`src/rtl/mem_arb_pkg.sv`:
```
// rtl/mem_arb_pkg.sv - shared types and constants for the memory arbiter
package mem_arb_pkg;

   localparam int DATA_W = 16;
   localparam int ADDR_W = 16;
   // Latency counter width; covers RD_LATENCY values 1..7
   localparam int CNT_W  = 3;

   typedef enum logic [1:0] {
      IDLE   = 2'd0,
      ACCESS = 2'd1,
      DONE   = 2'd2
   } arb_state_t;

   typedef enum logic {
      OWNER_CPU = 1'b0,
      OWNER_DBG = 1'b1
   } owner_t;

endpackage

```
`src/rtl/rr_pick2.sv`:
```
// rtl/rr_pick2.sv - two-way round-robin pick, combinational
module rr_pick2 (
   input  logic req0,
   input  logic req1,
   input  logic last,
   output logic valid,
   output logic winner
);

   // A lone requester always wins; on a tie the side that did not win last time goes
   always_comb begin
      valid  = req0 | req1;
      winner = req1;
      if (req0 && req1) begin
         winner = ~last;
      end
   end

endmodule

```
`src/rtl/mem_arbiter.sv`:
```
// rtl/mem_arbiter.sv - cpu/debug round-robin arbiter for the shared program/data memory
module mem_arbiter
   import mem_arb_pkg::*;
#(
   parameter int DATA_WIDTH = DATA_W,
   parameter int ADDR_WIDTH = ADDR_W,
   parameter int RD_LATENCY = 2
) (
   input  logic                  clk,
   input  logic                  reset,
   input  logic                  cpu_req,
   input  logic                  cpu_we,
   input  logic [ADDR_WIDTH-1:0] cpu_addr,
   input  logic [DATA_WIDTH-1:0] cpu_wdata,
   output logic [DATA_WIDTH-1:0] cpu_rdata,
   output logic                  cpu_ready,
   input  logic                  dbg_req,
   input  logic                  dbg_we,
   input  logic [ADDR_WIDTH-1:0] dbg_addr,
   input  logic [DATA_WIDTH-1:0] dbg_wdata,
   output logic [DATA_WIDTH-1:0] dbg_rdata,
   output logic                  dbg_ready,
   output logic [ADDR_WIDTH-1:0] mem_addr,
   output logic [DATA_WIDTH-1:0] mem_wdata,
   input  logic [DATA_WIDTH-1:0] mem_rdata,
   output logic                  mem_mem_ena,
   output logic                  mem_wr_ena,
   output logic                  busy,
   output logic                  grant_owner
);

   localparam logic [CNT_W-1:0] RD_CNT = CNT_W'(RD_LATENCY);
   localparam logic [CNT_W-1:0] WR_CNT = CNT_W'(1);

   arb_state_t            state;
   owner_t                last_owner;
   logic                  lat_we;
   logic [CNT_W-1:0]      cnt;

   logic                  pick_valid;
   logic                  pick_winner;
   logic                  last_is_dbg;
   owner_t                pick_owner;
   logic                  sel_we;
   logic [ADDR_WIDTH-1:0] sel_addr;
   logic [DATA_WIDTH-1:0] sel_wdata;
   logic                  owner_req;

   assign last_is_dbg = (last_owner == OWNER_DBG);
   assign pick_owner  = owner_t'(pick_winner);
   assign grant_owner = last_is_dbg;

   rr_pick2 u_pick (
      .req0   (cpu_req),
      .req1   (dbg_req),
      .last   (last_is_dbg),
      .valid  (pick_valid),
      .winner (pick_winner)
   );

   // Route the winning requester's command toward the latch registers
   always_comb begin
      sel_we    = cpu_we;
      sel_addr  = cpu_addr;
      sel_wdata = cpu_wdata;
      if (pick_owner == OWNER_DBG) begin
         sel_we    = dbg_we;
         sel_addr  = dbg_addr;
         sel_wdata = dbg_wdata;
      end
   end

   // Request level of whichever port currently owns the memory
   always_comb begin
      owner_req = cpu_req;
      if (last_is_dbg) begin
         owner_req = dbg_req;
      end
   end

   // Arbitration FSM: grant and latch, time the access, then hold ready until req drops
   always_ff @(posedge clk) begin
      if (!reset) begin
         state       <= IDLE;
         last_owner  <= OWNER_DBG;
         lat_we      <= 1'b0;
         cnt         <= '0;
         mem_addr    <= '0;
         mem_wdata   <= '0;
         mem_mem_ena <= 1'b0;
         mem_wr_ena  <= 1'b0;
         cpu_ready   <= 1'b0;
         dbg_ready   <= 1'b0;
         cpu_rdata   <= '0;
         dbg_rdata   <= '0;
         busy        <= 1'b0;
      end else begin
         case (state)
            IDLE: begin
               if (pick_valid) begin
                  last_owner  <= pick_owner;
                  lat_we      <= sel_we;
                  mem_addr    <= sel_addr;
                  mem_wdata   <= sel_wdata;
                  mem_mem_ena <= 1'b1;
                  mem_wr_ena  <= sel_we;
                  cnt         <= sel_we ? WR_CNT : RD_CNT;
                  busy        <= 1'b1;
                  state       <= ACCESS;
               end
            end

            ACCESS: begin
               // A write strobe lasts only the first access cycle
               mem_wr_ena <= 1'b0;
               cnt        <= cnt - CNT_W'(1);
               if (cnt == CNT_W'(1)) begin
                  mem_mem_ena <= 1'b0;
                  if (last_is_dbg) begin
                     dbg_ready <= 1'b1;
                     if (!lat_we) begin
                        dbg_rdata <= mem_rdata;
                     end
                  end else begin
                     cpu_ready <= 1'b1;
                     if (!lat_we) begin
                        cpu_rdata <= mem_rdata;
                     end
                  end
                  state <= DONE;
               end
            end

            DONE: begin
               if (!owner_req) begin
                  cpu_ready <= 1'b0;
                  dbg_ready <= 1'b0;
                  busy      <= 1'b0;
                  state     <= IDLE;
               end
            end

            default: begin
               mem_mem_ena <= 1'b0;
               mem_wr_ena  <= 1'b0;
               cpu_ready   <= 1'b0;
               dbg_ready   <= 1'b0;
               busy        <= 1'b0;
               state       <= IDLE;
            end
         endcase
      end
   end

endmodule

```
`config.mk`:
```
export PLATFORM = sky130hd
export DESIGN_NAME = mem_arbiter
export DESIGN_NICKNAME = d
export VERILOG_FILES = /design/src/rtl/mem_arb_pkg.sv /design/src/rtl/rr_pick2.sv /design/src/rtl/mem_arbiter.sv
export SDC_FILE = /design/constraint.sdc
export NUM_CORES = 1
export LEC_CHECK = 0
export CAP_MARGIN = 20
export CORE_ASPECT_RATIO = 2
export CORE_MARGIN = 2
export CORE_UTILIZATION = 44
export CTS_BUF_LIST = sky130_fd_sc_hd__clkbuf_8 sky130_fd_sc_hd__clkbuf_16
export DETAILED_ROUTE_END_ITERATION = 8
export GPL_TIMING_DRIVEN = 0
export PLACE_DENSITY = 0.86
export SLEW_MARGIN = 0
export SYNTH_ARGS = -nofsm -noshare
export SYNTH_HDL_FRONTEND = slang
export SYNTH_SLANG_ARGS = --single-unit
```
`constraint.sdc`:
```
create_clock -name clk -period 2.95 [get_ports clk]
set_input_delay 0.7375 -clock clk [delete_from_list [all_inputs] [get_ports clk]]
set_output_delay 0.7375 -clock clk [all_outputs]
set_load 0.01 [all_outputs]
```
-- Word level (Yosys, flattened, before mapping)
Cells that the tools add are included.
- register bits after elaboration: 76
- input bits: 86
- output and inout port bits: 70
- add/subtract/negate cells: 1
- equal/unequal tests: 8
- multiplexer cells: 25
- bitwise logic cells: 6
- reductions and logical operators: 13
- operators by type and width (operator ; count):
    $mux W16 ; 2
    $reduce_and A4 Y1 ; 4
    $pmux W1 S3 ; 4
    $mux W1 ; 11
    $ne A2 B2 Y1 const B ; 5
    $reduce_and A3 Y1 ; 3
    $mux W2 ; 4
    $pmux W2 S3 ; 1
    $pmux W3 S2 ; 1
    $reduce_and A2 Y1 ; 3
    $not A1 Y1 ; 5
    $eq A3 B1 Y1 const B ; 1
    $mux W3 ; 1
    $sub A3 B1 Y3 const B ; 1
    $eq A2 B1 Y1 const B ; 1
    $eq A2 B2 Y1 const B ; 1
    $logic_not A2 Y1 ; 1
    $pmux W1 S2 ; 1
    $reduce_bool A2 Y1 ; 1
    $logic_and A1 B1 Y1 ; 1
    $or A1 B1 Y1 ; 1

-- Longest topological paths before layout
- depth after elaboration: 6
- depth in mapped cells: 8
- mapped depth without buffers: 6

-- Cells and area by module
A second synthesis with hierarchy kept.
- cells, all modules: 333
- area, all modules: 3352.0 µm²
- by module, submodules not included (module ; instances ; cells an instance ; area each (µm²) ; sequential area each (µm²)):
    mem_arbiter ; 1 ; 331 ; 3338.2 ; 1521.5
    rr_pick2 ; 1 ; 2 ; 13.8 ; 0.0

-- Worst setup path after synthesis
Ideal clock, no wire load.
- kind: input to register
- start point: in reset
- end point: reg cpu_rdata[12]
- setup time: 0.067 ns
- arrival time: 1.666 ns
- required time: 2.883 ns
- slack: 1.217 ns
- cell stages on the path: 5
- cells stage by stage: clkbuf_1 > clkbuf_1 > buf_1 > nand3_1 > o21ai_2
- RTL lines (element ; line ; RTL):
    from (decl) ; mem_arbiter.sv:10 ; input logic reset,
    to (signal assigned) ; mem_arbiter.sv:127 ; cpu_rdata <= mem_rdata;
    to (decl) ; mem_arbiter.sv:15 ; output logic [DATA_WIDTH-1:0] cpu_rdata,

-- Worst setup path after layout
- start point: in dbg_req
- end point: reg mem_wdata[8]
- word-level cells in the longest chain between the ends: 3
- elaborated cells between the ends (all ways): 5
- RTL lines (element ; line ; RTL):
    from (decl) ; mem_arbiter.sv:17 ; input logic dbg_req,
    $logic_and A1 B1 Y1 ; rr_pick2.sv:14 ; if (req0 && req1) begin
    $mux W1 ; rr_pick2.sv:14 ;
    $mux W16 ; mem_arbiter.sv:66 ; if (pick_owner == OWNER_DBG) begin
    to (signal assigned) ; mem_arbiter.sv:104 ; mem_wdata <= sel_wdata;
    to (decl) ; mem_arbiter.sv:24 ; output logic [DATA_WIDTH-1:0] mem_wdata,
Parallel ways exist; a longest one is shown, timed or not.
A chain may end at the register's enable or synchronous reset.

==> flow_summary.ini <==
[place]
place_congestion = 0.834
dp_hpwl_mm = 6.87
placedInstanceArea_mm2 = 0.00487
post-place-ws_ns = 0.375
io_buffer_count = 154

[sta]
finalSetupViolCount = 0
period_share = 0.737
final_hold_viol_count = 0
tns_ns = 0
skew_ns = 0.00653
worstMarginPinSlew_ns = 0.458
relSlewSlack = 0.694
setup_ws_ns = 0.775
rsz0062_at_grt = no
slew_viol_final = 0
fin_crit_ns = 2.18
clock.fmax_mhz = 460

[synth]
yosys.area.top_type = dfxtp_1
synth.distinct_cells = 34
synth_seq_cells = 76
ys.flop_type = dfxtp_1
synth.cell_area_mm2 = 0.00321
ys_warn_count = 0
netlist_instances = 354
synth_edf_count = 0
postSynthAreaPerCell_um2 = 9.08
synthArstFlopShare = 0
ys_seq_area_frac = 0.474
yosys.area.top_type_share = 0.474
synth_fp_nets = 442
yosys-top-cells-area = dfxtp_1 47%, mux2i_1 10%, o21ai_0 8.6%

[layout]
area_growth_syn_to_layout_pct = 60.7
finalInstanceArea_mm2 = 0.00516
final_cell_mix = 154 x clkdlybuf4s50_1, 76 x dfxtp_1, 55 x o21ai_0
nets = 607
final_common_cell = clkdlybuf4s50_1
insertedDiodeCount = 0
drive_above_1_share = 0.109
utilization = 0.722

[floorplan]
start_util = 0.449
io_pins = 156
core_mm2 = 0.00716
dieArea_mm2 = 0.00804
die_h_um = 125
die_x_um = 64.4
row_count = 44

[pwr]
irDropWorstVdd_mv = 0.375
total_power_mw = 2.82
p_per_area_mw_per_mm2 = 547
leakage_nw = 1.95

[grt]
gr-total-overflow = 0
grt_pass1_vias = 3175
grt_usage = 0.242
grt_first_pass_wirelength_mm = 15.2
grt_max_degree = 14
antenna_found_initial = 0

[clock_tree]
post-cts-setup-buffers = 0
cts_buffers = 9
path_clk_slew_ns = 0.06
cts_buffer_depth = 2
htree_levels = 3
cts_tree = done
clock-sinks = 76
clk_latency_ns = 0.34
post_cts_resized = 0
holdBufCountCts = 0
cts_root_buffer = clkbuf_16

[setup_path]
critical_path_class = in -> reg
path_max_fanout = 10
critPathRequiredTime_ns = 3.21
crit_path_start_kind = input pin
crit_path_start = dbg_req
cp-end-kind = flop
r2r_start = cnt[1]$_SDFFE_PN0P_
worst_ep_arrival_time_ns = 2.44

[detailed_routing]
drtPass1Iterations = 4
wl_per_cell_um = 15.1
ant_nets = 0
drc_errors = 0
wirelength_mm = 9.28
num_vias = 3187
drtIter0Drc = 153
routed_via_density = 5.17

[outcome]
outcome = complete, no violations

[hold_path]
hold_start = cpu_rdata[8]$_SDFFE_PN0P_
min_path_type = reg -> reg

[flow_run]
maxCapViolations = 0
-- registers in the layout, summed over array words and instances, names as in the netlist --
name and flops:
cpu_rdata 16, dbg_rdata 16, mem_addr 16, mem_wdata 16
cnt 3, state 2, busy 1, cpu_ready 1
dbg_ready 1, grant_owner 1, lat_we 1, mem_mem_ena 1
mem_wr_ena 1
-- Yosys cell counts (3+ instances only) --
cell type   n
a21boi_0    4
a21oi_1    33
a31oi_1     3
buf_2      10
buf_4       4
buf_6       4
clkbuf_1   13
dfxtp_1    76
inv_1       3
mux2i_1    33
nand2_1    37
nand3_1    28
nand3_2     4
nor2_1      7
nor2b_1     3
o21ai_0    55
o21ai_2    16
-- final timing paths --
path / endpoint / slack (ns) / cells after the start
worst max-delay path: mem_wdata[8]$_SDFFE_PN0P_ / 0.77 / 7
worst min-delay path: cpu_rdata[8]$_SDFFE_PN0P_ / 0.46 / 2
worst max register to register: cpu_rdata[13]$_SDFFE_PN0P_ / 1.17 / 8
worst min register to register: cpu_rdata[8]$_SDFFE_PN0P_ / 0.46 / 2
-- through the flow --
stage	hold slack, ns	cells
after detailed placement	0.449	600
after CTS	0.458	616
final	0.458	616
after global placement	0.444	600
after floorplan	0.473	354
after global routing	0.476	616
-- where the power goes --
group,switching (mW),internal [mW]
clock network,0.426,0.651
logic,0.270,0.324
registers,0.0420,1.11
total,0.739,2.09
-- logic make-up after synthesis --
| family | count (synthesis) | synth area share |
|---|---|---|
| adder cells (fa/ha/maj) | 2 | 0.00779 |
| XOR/XNOR | 1 | 0.00273 |
| buffers and inverters | 36 | 0.0604 |
| flip-flops | 76 | 0.474 |
| multiplexers | 33 | 0.103 |
| AO/OA/AOI/OAI | 116 | 0.208 |
| AND/OR/NAND/NOR | 90 | 0.145 |
-- cell type report --
type / instances / area (um^2)
Buffer: 33 / 183
Fill cell: 567 / 1990
Tap cell: 92 / 115
Clock inverter: 7 / 68.8
Inverter: 3 / 11.3
Clock buffer: 9 / 225
Multi-Input combinational cell: 242 / 1500
Timing Repair Buffer: 154 / 1540
Sequential cell: 76 / 1520
-- per-layer routing --
metal | up-vias | track usage | part of all wire
met2 | 134 | 0.374 | 0.47
met4 | 0 | 0.104 | 0.031
met1 | 1455 | 0.284 | 0.40
met5 | - | 0 | 0
li1 | 1578 | - | -
met3 | 20 | 0.112 | 0.098
-- worst max-delay path, stage by stage --
cell and delay, ns:
clkdlybuf4s50_1 0.59, nor2_1 0.12, nor3_1 0.30, buf_2 0.27, buf_4 0.19, o21ai_0 0.08
a21oi_1 0.14
(Power assumes the default switching activity.)
